<file path="config.mk">
export PLATFORM = sky130hd
export DESIGN_NAME = ps2_scancode_rx_flat
export DESIGN_NICKNAME = d
export VERILOG_FILES = /design/src/rtl/ps2_scancode_rx_pkg.sv /design/src/rtl/ps2_scancode_rx_if.sv /design/src/rtl/ps2_line_filter.sv /design/src/rtl/ps2_scancode_rx.sv /design/src/flat_wrapper.sv
export SDC_FILE = /design/constraint.sdc
export NUM_CORES = 1
export LEC_CHECK = 0
export ABC_AREA = 1
export BUFFER_PORTS_ARGS = -buffer_cell sky130_fd_sc_hd__buf_2
export CAP_MARGIN = 20
export CELL_PAD_IN_SITES_DETAIL_PLACEMENT = 1
export CELL_PAD_IN_SITES_GLOBAL_PLACEMENT = 1
export CORE_AREA = 2 2 82 84
export CTS_CLUSTER_DIAMETER = 150
export DETAILED_ROUTE_END_ITERATION = 16
export DIE_AREA = 0 0 84 86
export PLACE_DENSITY = 0.83
export SLEW_MARGIN = 25
export SYNTH_ARGS = -nofsm -noshare
export SYNTH_HDL_FRONTEND = slang
export SYNTH_SLANG_ARGS = --single-unit
</file>
<file path="constraint.sdc">
create_clock -name Clk -period 2.75 [get_ports Clk]
set_clock_uncertainty 0.2 [all_clocks]
set_input_delay 0.55 -clock Clk [delete_from_list [all_inputs] [get_ports Clk]]
set_output_delay 0.55 -clock Clk [all_outputs]
set_load 0.02 [all_outputs]
</file>
<file path="src/rtl/ps2_scancode_rx_pkg.sv">
// ps2_scancode_rx_pkg: shared prefix bytes, receiver states and game key codes
package ps2_scancode_rx_pkg;
  localparam logic [7:0] PS2_PREFIX_EXT = 8'hE0;
  localparam logic [7:0] PS2_PREFIX_BRK = 8'hF0;
  typedef enum logic [3:0] {
    RX_IDLE   = 4'b0001,
    RX_DATA   = 4'b0010,
    RX_PARITY = 4'b0100,
    RX_STOP   = 4'b1000
  } rx_state_e;
  localparam logic [7:0] KEY_W     = 8'h1D;
  localparam logic [7:0] KEY_S     = 8'h1B;
  localparam logic [7:0] KEY_A     = 8'h1C;
  localparam logic [7:0] KEY_D     = 8'h23;
  localparam logic [7:0] KEY_UP    = 8'h75;
  localparam logic [7:0] KEY_DOWN  = 8'h72;
  localparam logic [7:0] KEY_LEFT  = 8'h6B;
  localparam logic [7:0] KEY_RIGHT = 8'h74;
  localparam logic [7:0] KEY_SPACE = 8'h29;
endpackage

</file>
<file path="src/rtl/ps2_scancode_rx_if.sv">
// ps2_scancode_rx_if: PS/2 pins plus decoded scan-code event bus
// master: keyboard/pin side driving PS2Clk/PS2Data and consuming events
// slave:  receiver side sampling the pins and producing events
interface ps2_scancode_rx_if;
  logic       PS2Clk;
  logic       PS2Data;
  logic [7:0] ScanCode;
  logic       Extended;
  logic       Release;
  logic       CodeValid;
  logic       FrameErr;
  logic       Busy;
  modport master (output PS2Clk, PS2Data, input ScanCode, Extended, Release, CodeValid, FrameErr, Busy);
  modport slave (input PS2Clk, PS2Data, output ScanCode, Extended, Release, CodeValid, FrameErr, Busy);
endinterface

</file>
<file path="src/rtl/ps2_line_filter.sv">
// ps2_line_filter: 2-FF synchronizer, FILTER_LEN glitch filter, falling-edge pulse
// Ports: Clk, Reset (async, active-high); raw asynchronous line in;
// fall is a one-cycle pulse when the filtered level goes 1->0.
module ps2_line_filter #(
  parameter int FILTER_LEN = 8
) (
  input  logic Clk,
  input  logic Reset,
  input  logic raw,
  output logic fall
);
  localparam int CW = $clog2(FILTER_LEN + 1);
  logic s1_q, s2_q, level_q, level_d, fall_q, fall_d;
  logic [CW-1:0] cnt_q, cnt_d;
  always_comb begin
    cnt_d = (s2_q != level_q) ? cnt_q + 1'b1 : '0;
    level_d = level_q;
    fall_d = 1'b0;
    // the FILTER_LEN-th consecutive differing sample flips the level
    if (s2_q != level_q && cnt_q == CW'(FILTER_LEN - 1)) begin
      level_d = s2_q;
      cnt_d = '0;
      fall_d = level_q;
    end
  end
  always_ff @(posedge Clk or posedge Reset) begin
    if (Reset) begin
      s1_q <= 1'b1;
      s2_q <= 1'b1;
      level_q <= 1'b1;
      fall_q <= 1'b0;
      cnt_q <= '0;
    end else begin
      s1_q <= raw;
      s2_q <= s1_q;
      level_q <= level_d;
      fall_q <= fall_d;
      cnt_q <= cnt_d;
    end
  end
  assign fall = fall_q;
endmodule

</file>
<file path="src/rtl/ps2_scancode_rx.sv">
// ps2_scancode_rx: PS/2 keyboard receiver folding E0/F0 prefixes into flags
// Ports: Clk, Reset (async, active-high); bus.slave takes PS2Clk/PS2Data and
// returns ScanCode/Extended/Release with CodeValid pulse, FrameErr pulse, Busy.
module ps2_scancode_rx
  import ps2_scancode_rx_pkg::*;
#(
  parameter int FILTER_LEN     = 8,
  parameter int TIMEOUT_CYCLES = 100000
) (
  input logic Clk,
  input logic Reset,
  ps2_scancode_rx_if.slave bus
);
  localparam int TW = $clog2(TIMEOUT_CYCLES + 1);
  logic fall, good;
  logic data_s1_q, data_q;
  rx_state_e state_q, state_d;
  logic [2:0] cnt_q, cnt_d;
  logic [7:0] byte_q, byte_d, code_q, code_d;
  logic par_q, par_d, ext_q, ext_d, rel_q, rel_d;
  logic ext_out_q, ext_out_d, rel_out_q, rel_out_d, valid_q, valid_d, err_q, err_d;
  logic [TW-1:0] tmo_q, tmo_d;
  ps2_line_filter #(.FILTER_LEN(FILTER_LEN)) u_clk_filter (
    .Clk(Clk),
    .Reset(Reset),
    .raw(bus.PS2Clk),
    .fall(fall)
  );
  always_comb begin
    state_d = state_q;
    cnt_d = cnt_q;
    byte_d = byte_q;
    par_d = par_q;
    ext_d = ext_q;
    rel_d = rel_q;
    code_d = code_q;
    ext_out_d = ext_out_q;
    rel_out_d = rel_out_q;
    valid_d = 1'b0;
    err_d = 1'b0;
    tmo_d = (fall || state_q == RX_IDLE) ? '0 : tmo_q + 1'b1;
    // stop bit high and odd parity over data+parity
    good = data_q && ^{byte_q, par_q};
    if (fall) begin
      if (state_q == RX_IDLE) begin
        state_d = data_q ? RX_IDLE : RX_DATA;
        err_d = data_q;
        cnt_d = '0;
      end else if (state_q == RX_DATA) begin
        byte_d[cnt_q] = data_q;
        cnt_d = cnt_q + 1'b1;
        state_d = (cnt_q == 3'd7) ? RX_PARITY : RX_DATA;
      end else if (state_q == RX_PARITY) begin
        par_d = data_q;
        state_d = RX_STOP;
      end else begin
        state_d = RX_IDLE;
        err_d = !good;
        if (good && byte_q == PS2_PREFIX_EXT) ext_d = 1'b1;
        else if (good && byte_q == PS2_PREFIX_BRK) rel_d = 1'b1;
        else if (good) begin
          code_d = byte_q;
          ext_out_d = ext_q;
          rel_out_d = rel_q;
          valid_d = 1'b1;
          ext_d = 1'b0;
          rel_d = 1'b0;
        end
      end
    end else if (state_q != RX_IDLE && tmo_q == TW'(TIMEOUT_CYCLES)) begin
      state_d = RX_IDLE;
      err_d = 1'b1;
    end
    // any discarded frame also drops pending prefixes
    if (err_d) begin
      ext_d = 1'b0;
      rel_d = 1'b0;
    end
  end
  always_ff @(posedge Clk or posedge Reset) begin
    if (Reset) begin
      data_s1_q <= 1'b1;
      data_q <= 1'b1;
      state_q <= RX_IDLE;
      cnt_q <= '0;
      byte_q <= '0;
      par_q <= 1'b0;
      ext_q <= 1'b0;
      rel_q <= 1'b0;
      code_q <= '0;
      ext_out_q <= 1'b0;
      rel_out_q <= 1'b0;
      valid_q <= 1'b0;
      err_q <= 1'b0;
      tmo_q <= '0;
    end else begin
      data_s1_q <= bus.PS2Data;
      data_q <= data_s1_q;
      state_q <= state_d;
      cnt_q <= cnt_d;
      byte_q <= byte_d;
      par_q <= par_d;
      ext_q <= ext_d;
      rel_q <= rel_d;
      code_q <= code_d;
      ext_out_q <= ext_out_d;
      rel_out_q <= rel_out_d;
      valid_q <= valid_d;
      err_q <= err_d;
      tmo_q <= tmo_d;
    end
  end
  assign bus.ScanCode = code_q;
  assign bus.Extended = ext_out_q;
  assign bus.Release = rel_out_q;
  assign bus.CodeValid = valid_q;
  assign bus.FrameErr = err_q;
  assign bus.Busy = ~state_q[0];
endmodule
</file>
<file path="src/flat_wrapper.sv">
// flat-port wrapper written by rule: the top's interface ports become plain ports
module ps2_scancode_rx_flat import ps2_scancode_rx_pkg::*;
#(
  parameter int FILTER_LEN     = 8,
  parameter int TIMEOUT_CYCLES = 100000
)
  (Clk, Reset, bus_PS2Clk, bus_PS2Data, bus_ScanCode, bus_Extended, bus_Release, bus_CodeValid, bus_FrameErr, bus_Busy);
  ps2_scancode_rx_if bus_i ();
  input logic Clk;
  input logic Reset;
  input wire logic [$bits(bus_i.PS2Clk)-1:0] bus_PS2Clk;
  input wire logic [$bits(bus_i.PS2Data)-1:0] bus_PS2Data;
  output wire logic [$bits(bus_i.ScanCode)-1:0] bus_ScanCode;
  output wire logic [$bits(bus_i.Extended)-1:0] bus_Extended;
  output wire logic [$bits(bus_i.Release)-1:0] bus_Release;
  output wire logic [$bits(bus_i.CodeValid)-1:0] bus_CodeValid;
  output wire logic [$bits(bus_i.FrameErr)-1:0] bus_FrameErr;
  output wire logic [$bits(bus_i.Busy)-1:0] bus_Busy;
  assign bus_i.PS2Clk = bus_PS2Clk;
  assign bus_i.PS2Data = bus_PS2Data;
  assign bus_ScanCode = bus_i.ScanCode;
  assign bus_Extended = bus_i.Extended;
  assign bus_Release = bus_i.Release;
  assign bus_CodeValid = bus_i.CodeValid;
  assign bus_FrameErr = bus_i.FrameErr;
  assign bus_Busy = bus_i.Busy;
  ps2_scancode_rx #(.FILTER_LEN(FILTER_LEN), .TIMEOUT_CYCLES(TIMEOUT_CYCLES)) u_core (.Clk(Clk), .Reset(Reset), .bus(bus_i));
endmodule
</file>
==> reports/metrics.cfg, run 1 <==
[run_status]
outcome = finished clean

[synth]
synth.avg_cell_area_um2 = 8.284
ys_warn_count = 0
synthFlopType = dfrtp_1
async_flop_share_pct = 100.0
synth_edf_count = 0
synth_top_area_cell = dfrtp_1
ys_types = 34
ys_seq_area_share_pct = 51.67
synth_seq_cells = 57
netlist_area_um2 = 2775
yosysTopAreaCellShare_pct = 45.99
syn_inst = 335
synth.net_count = 344
ys_top_cells_by_area = dfrtp_1 (46%), nand2_1 (12%), nor2_1 (6.1%), dfstp_2 (5.7%), inv_1 (5.7%)

[setup_path]
end_kind = flop
critPathLaunchType = flop
cpPeakStageDelay_ps = 390
crit_chain = inv_1 > ha_1 > nand2_1 > inv_1 > nand2_1 > nor2_1 > nand3_1 > nand2_1 > nand2_1 > o211ai_1 > nand2_1 > nand2_1 > nand2_1
cp.required_ps = 2770
cp_slowest_cell = dfrtp_1
ff2ff_path_depth = 13
criticalPathCategory = flop to flop
cp.depth = 13
crit_buf_inv = 2
path_common_cell = nand2_1
arrival_ps = 2120
path_delay_family = simple AND/OR/NAND/NOR gates
cp_max_fo = 7

[timing]
whs_ps = 116.1
setup_tns_ps = 0
fmax_mhz = 475.3
worstMarginPinSlew_ps = 709.1
final.setup.worst_slack_ps = 645.9
finalCriticalPeriod_ps = 2104
relSlewSlack_pct = 52.66
post-route-period-util_pct = 76.51
rsz0062_at_grt = false
finalMaxSlewViolations = 0
setup_viol = 0
final_hold_viol_count = 0

[detailed_routing]
wl_um = 6353
postRouteAntennaNets = 0
drt_iter0_drc = 96
num_vias = 2261
drc_errors = 0
wl_per_cell_um = 14.31
viasPerCell = 5.092
firstDrtPassIters = 4

[pwr]
leakagePower_nw = 1.616
p_per_area_nw_per_um2 = 641.5
peakVddDrop_mv = 0.2445

[clocking]
holdBufCountCts = 0
path_clk_slew_ps = 60
cts_buffer_depth = 2
cts_setup_buffers = 0
cts_sinks = 57
clk_latency_ps = 330
cts_resized = 0
htreeDepth = 3
root_buffer = clkbuf_8
cts_tree = done
numCtsBuffers = 9

[cells_and_area]
layout-drive-gt1-share_pct = 15.80
diodes = 0
area_delta_synth_final_pct = 13.98
final_core_util_pct = 50.39
final_nets = 371

[floorplanning]
ios = 17
rows = 29
die_y_um = 86
start_util_pct = 44.21
die_area_um2 = 7224
die_w_um = 84
fp.coreArea_um2 = 6277

[place]
io_buffers = 16
hpwlAfterDp_um = 4532
place_ws_ps = 704.6
gp_congestion = 0.7640

[min_path]
hp-class = input port to flop
whs_path_depth = 1

[grt]
gr-usage-met1_pct = 24.03
grt_most_used_layer = met2
grt_util_met2_pct = 32.36
grt_pass1_wl_um = 11050
antenna_found_initial = 0
track_usage_pct = 19.26
grt_max_degree = 34
overflow = 0
grt_pass1_vias = 2381
use_met3_pct = 6.064

[job]
cap_violations = 0

[cells in the final DEF (no fill, tap or decap)]
cell type  Yosys  final
xor2_1         6      6
o21ai_1        4      4
nor2_1        45     45
clkinv_2       0      1
dfstp_2        6      6
dfrtp_1       51     51
buf_2          0     16
clkbuf_8       0     15
or2_2          1      1
xnor2_1        2      2
nor2_2         4      4
nand2_1       90     90
nor4_1         2      2
nor3_1         4      4
o211ai_1       2      2
nor3_2         2      2
a32o_1         1      1
o21ai_2        3      3
inv_2          1      2
ha_1           5      5
o21bai_1       1      1
nor2_4         2      2
buf_4          0      2
nor3b_2        1      1
nor3b_1        3      3
a31oi_1        7      7
o211a_1        1      1
nand2_2        2      2
nand3_1       17     17
a21oi_1       11     11
nand2_4        1      1
and2_1         1      1
o21ai_0       11     11
nand4_1        3      3
o21a_1         1      1
inv_1         42     41
[flip-flops by register name, summed over array words and instances, names as in the netlist, 3 cells and up]
signal / cells
u_core.bus.ScanCode: 8
u_core.u_clk_filter.cnt_q: 4
u_core.tmo_q: 17
u_core.byte_q: 8
u_core.state_q: 4
u_core.cnt_q: 3
[per-layer routing]
metal | up-vias | wire length, µm
li1 | 1124 | -
met1 | 1099 | 2925
met2 | 28 | 3095
met3 | 10 | 248
met4 | 0 | 83
met5 | - | 0
[where the power goes]
part	leakage, nW	internal [mW]	switching (mW)
Sequential	0.756	0.922	0.0723
Clock	0.112	0.474	0.320
Combinational	0.748	0.0911	0.149
Total	1.62	1.49	0.542
[cell usage after synthesis, drive strengths merged, types with 5 or more instances]
cell / instances
dfrtp: 51
a21oi: 11
dfstp: 6
o21ai: 18
inv: 43
nand2: 93
xor2: 6
nor2: 51
a31oi: 7
ha: 5
nor3: 6
nand3: 17
[final cells by class]
cell class                      instances  area, µm²
Timing Repair Buffer                   18      95.09
Clock inverter                          1      5.005
Multi-Input combinational cell        233       1165
Tap cell                               77      96.34
Sequential cell                        57       1434
Inverter                               43      161.4
Clock buffer                           15      206.4
Fill cell                             768       3114
[stage by stage]
stage | instances | cell area [µm²] | power, mW
6_report | 444 | 3163 | 2.029
2_1_floorplan | 335 | 2775 | 1.182
5_1_grt | 444 | 3163 | 2.157
3_3_place_gp | 428 | 2952 | 1.233
4_1_cts | 444 | 3163 | 2.059
3_5_place_dp | 428 | 2952 | 1.251
[final timing paths]
| path | start | endpoint | slack (ps) |
|---|---|---|---|
| min | bus_PS2Data | u_core.data_s1_q$_DFF_PP1_ | 120 |
| max reg2reg | u_core.tmo_q[0]$_DFF_PP0_ | u_core.rel_q$_DFFE_PP0P_ | 650 |
| min reg2reg | u_core.data_s1_q$_DFF_PP1_ | u_core.data_q$_DFF_PP1_ | 160 |
| max | u_core.tmo_q[0]$_DFF_PP0_ | u_core.rel_q$_DFFE_PP0P_ | 650 |
| max in group asynchronous | Reset | u_core.u_clk_filter.s1_q$_DFF_PP1_ | 1490 |
| min in group asynchronous | Reset | u_core.tmo_q[12]$_DFF_PP0_ | 130 |
[logic make-up (layout without fill, tap and decap cells)]
logic type                 after synthesis  after routing  share of synthesized area, %
and+or+nand+nor                        178            178                         28.18
DFF                                     57             57                         51.67
buffers and inverters                   45             77                         6.357
AOI/OAI and AO/OA                       42             42                         9.017
xor gates and xnor gates                 8              8                         2.525
adders and majority gates                5              5                         2.254
(Power assumes the default switching activity.)
==> run 2, diff against run 1 <==
--- a/config.mk
+++ b/config.mk
@@ -5,7 +5,7 @@
 export SDC_FILE = /design/constraint.sdc
 export NUM_CORES = 1
 export LEC_CHECK = 0
-export ABC_AREA = 1
+export ABC_AREA = 0
 export BUFFER_PORTS_ARGS = -buffer_cell sky130_fd_sc_hd__buf_2
 export CAP_MARGIN = 20
 export CELL_PAD_IN_SITES_DETAIL_PLACEMENT = 1
@@ -14,7 +14,7 @@
 export CTS_CLUSTER_DIAMETER = 150
 export DETAILED_ROUTE_END_ITERATION = 16
 export DIE_AREA = 0 0 84 86
-export PLACE_DENSITY = 0.83
+export PLACE_DENSITY = 0.81
 export SLEW_MARGIN = 25
 export SYNTH_ARGS = -nofsm -noshare
 export SYNTH_HDL_FRONTEND = slang
==> constraint.sdc (replaced) <==
create_clock -name Clk -period 1.91 [get_ports Clk]
set_clock_uncertainty 0.2 [all_clocks]
set_input_delay 0.382 -clock Clk [delete_from_list [all_inputs] [get_ports Clk]]
set_output_delay 0.382 -clock Clk [all_outputs]
set_load 0.02 [all_outputs]
==> run 2 against run 1 <==
Net effect: worst hold slack gained 39 ps; the run now ends with negative setup slack left; critical path type unchanged; flip-flop and latch count did not move; total power rose by 68%.
==> reports/metrics.cfg, run 2 <==
[detailed_routing]
drc_errors = 0  ; unchanged
viasPerCell = 5.440  ; +6.8%
postRouteAntennaNets = 0  ; unchanged
firstDrtPassIters = 4  ; unchanged
wl_per_cell_um = 18.22  ; +27%
wl_um = 7031  ; +11%
num_vias = 2100  ; -7.1%
drt_iter0_drc = 107  ; +11%

[floorplanning]
fp.coreArea_um2 = 6277  ; unchanged
ios = 17  ; unchanged
die_w_um = 84  ; unchanged
die_area_um2 = 7224  ; unchanged
start_util_pct = 43.59  ; -0.62 points
die_y_um = 86  ; unchanged
rows = 29  ; unchanged

[clocking]
path_clk_slew_ps = 70  ; about the same
clk_latency_ps = 350  ; +20 ps
cts_tree = done
htreeDepth = 3  ; unchanged
cts_sinks = 57  ; unchanged
root_buffer = clkbuf_8
numCtsBuffers = 9  ; unchanged
cts_buffer_depth = 2  ; unchanged

[run_status]
outcome = finished with violations
failed_checks = negative setup slack

[setup_path]
end_kind = flop
cp_slowest_cell = xnor3_1
crit_buf_inv = 1  ; -1
critPathLaunchType = flop
crit_chain = xnor2_1 > xnor3_1 > xnor2_2 > nand3_2 > buf_12 > mux2_4
cp.required_ps = 1940  ; -830 ps
arrival_ps = 2240  ; +120 ps
path_delay_family = XOR/XNOR gates
criticalPathCategory = flop to flop
cpPeakStageDelay_ps = 470  ; +80 ps
cp_max_fo = 11  ; +4

[grt]
grt_max_degree = 58  ; +71%
overflow = 0  ; unchanged
track_usage_pct = 20.16  ; +0.90 points
grt_pass1_vias = 2273  ; -4.5%
grt_pass1_wl_um = 11140  ; +0.81%
antenna_found_initial = 0  ; unchanged

[pwr]
p_clk_share_pct = 40.8  ; +1.7 points
leakagePower_nw = 1.802  ; +11%
p_per_area_nw_per_um2 = 928.4  ; +45%
p_seq_share_pct = 43.3  ; -5.7 points
p_comb_share_pct = 16.0  ; +4.1 points
power.switching_uw = 907.2  ; +67%
internal_power_mw = 2.507  ; +69%
p_sw_share_pct = 26.58  ; -0.15 points
peakVddDrop_mv = 0.6472  ; +160%
report.power.total_mw = 3.414  ; +68%

[synth]
synth.net_count = 249  ; -28%
syn_inst = 240  ; -28%
synth.avg_cell_area_um2 = 11.40  ; +38%
ys_warn_count = 0  ; unchanged
synth_most_common_cell = dfrtp_1
ys_seq_area_share_pct = 52.40  ; +0.73 points
synth_common_cells = dfrtp_1 (51), nor2_1 (21), nand2_1 (17)
ys_types = 49  ; +44%
yosysTopAreaCellShare_pct = 46.64  ; +0.65 points
async_flop_share_pct = 100.0  ; unchanged
synth_top_area_cell = dfrtp_1
synthFlopType = dfrtp_1
ys_top_cells_by_area = dfrtp_1 (47%), dfstp_2 (5.8%), mux2_4 (4.9%), xor2_1 (3.5%), xnor2_1 (3.2%)
synth_seq_cells = 57  ; unchanged
synth_edf_count = 0  ; unchanged
netlist_area_um2 = 2736  ; -1.4%

[cells_and_area]
nFillCells = 638  ; -17%
stdcell_count = 386  ; -13%
regArea_um2 = 1434  ; unchanged
diodes = 0  ; unchanged
final_core_util_pct = 58.58  ; +8.2 points
top_register = u_core.tmo_q
area_delta_synth_final_pct = 34.39
multi_input_area_um2 = 1398  ; +20%
layout_commonest_cell = dfrtp_1
layout-drive-gt1-share_pct = 42.07  ; +26 points
final_cell_mix = dfrtp_1 (51), buf_4 (36), nor2_1 (21)
final_nets = 313  ; -16%
largest_reg_flops = 17  ; unchanged

[timing]
relSlewSlack_pct = 70.82  ; +18 points
post-route-period-util_pct = 115.5  ; +39 points
final_hold_viol_count = 0  ; unchanged
setup_viol = 13  ; +13
rsz0062_at_grt = true
finalMaxSlewViolations = 0  ; unchanged
worstMarginPinSlew_ps = 433.7  ; -275.3 ps
fmax_mhz = 453.1  ; -4.7%
finalCriticalPeriod_ps = 2207  ; +102.9 ps
final.setup.worst_slack_ps = -296.9  ; -942.9 ps

[place]
place_ws_ps = -250.0  ; -954.7 ps
io_buffers = 16  ; unchanged
hpwlAfterDp_um = 4100  ; -9.5%
gp_congestion = 0.7804  ; +2.1%
dp.cells = 361  ; -16%

[job]
cap_violations = 0  ; unchanged

[min_path]
hp-class = flop to flop

-- run 2: final cells by class --
type / instances / share of cell area (%)
sequential: 57 / 38.99
multi-input combinational: 165 / 38.01
timing repair buffer: 61 / 12.66
clock buffer: 10 / 3.743
clock inverter: 6 / 2.858
tap: 77 / 2.620
inverter: 10 / 1.123
-- run 2: stage by stage --
step                      setup TNS, ps  hold WS (ps)  instance area, µm²
final                             -3463         155.5                3677
after floorplan                   -4474         145.2                2770
after detailed placement          -3370         147.3                3179
after global routing              -4289         158.1                3677
after CTS                         -2284         156.1                3523
after global placement            -1844         146.2                3179
-- run 2: path summary, 6_finish.rpt --
kind / startpoint / endpoint / slack (ps) / depth (start not counted)
max in group asynchronous: Reset / u_core.u_clk_filter.s2_q$_DFF_PP1_ / 760 / 4
max: u_core.byte_q[4]$_DFFE_PP0P_ / u_core.bus.ScanCode[2]$_DFFE_PP0P_ / -300 / 6
min reg2reg: u_core.u_clk_filter.s1_q$_DFF_PP1_ / u_core.u_clk_filter.s2_q$_DFF_PP1_ / 160 / 0
min in group asynchronous: Reset / u_core.tmo_q[7]$_DFF_PP0_ / 460 / 4
max reg2reg: u_core.byte_q[4]$_DFFE_PP0P_ / u_core.bus.ScanCode[2]$_DFFE_PP0P_ / -300 / 6
min: u_core.u_clk_filter.s1_q$_DFF_PP1_ / u_core.u_clk_filter.s2_q$_DFF_PP1_ / 160 / 0
-- run 2: what timing repair did --
action / CTS / global route
resized for setup: 13 / 29
pin swaps: 9 / 13
hold endpoints to repair: 53 / 0
setup endpoints to repair: 35 / 31
hold buffers: 3 / 0
buffers inserted: 3 / 3
cloned: 1 / 0
-- run 2: per-layer routing --
layer,track usage (%),up-vias,share of wire (%),routed length [µm]
met1,24.66,1072,42,2987
met3,5.197,17,3.1,216
met2,32.80,39,52,3625
li1,-,972,-,-
met5,0,-,0,0
met4,11.00,0,2.9,201
-- run 2: cell families after synthesis --
| group | Yosys count | synth area share (%) |
|---|---|---|
| multiplexers | 20 | 9.373 |
| AND/OR/NAND/NOR | 89 | 18.11 |
| XOR/XNOR | 23 | 8.139 |
| adder cells (fa/ha/maj) | 5 | 2.286 |
| AO/OA/AOI/OAI | 28 | 6.630 |
| flip-flops | 57 | 52.40 |
| buffers and inverters | 18 | 3.063 |
-- run 2: power groups by stage --
stage / Combinational (mW) / Sequential (mW) / Clock, mW
2_1_floorplan: 0.286 / 1.48 / 0
3_3_place_gp: 0.437 / 1.47 / 0
3_5_place_dp: 0.461 / 1.48 / 0
4_1_cts: 0.486 / 1.47 / 1.42
5_1_grt: 0.628 / 1.49 / 1.47
6_report: 0.545 / 1.48 / 1.39
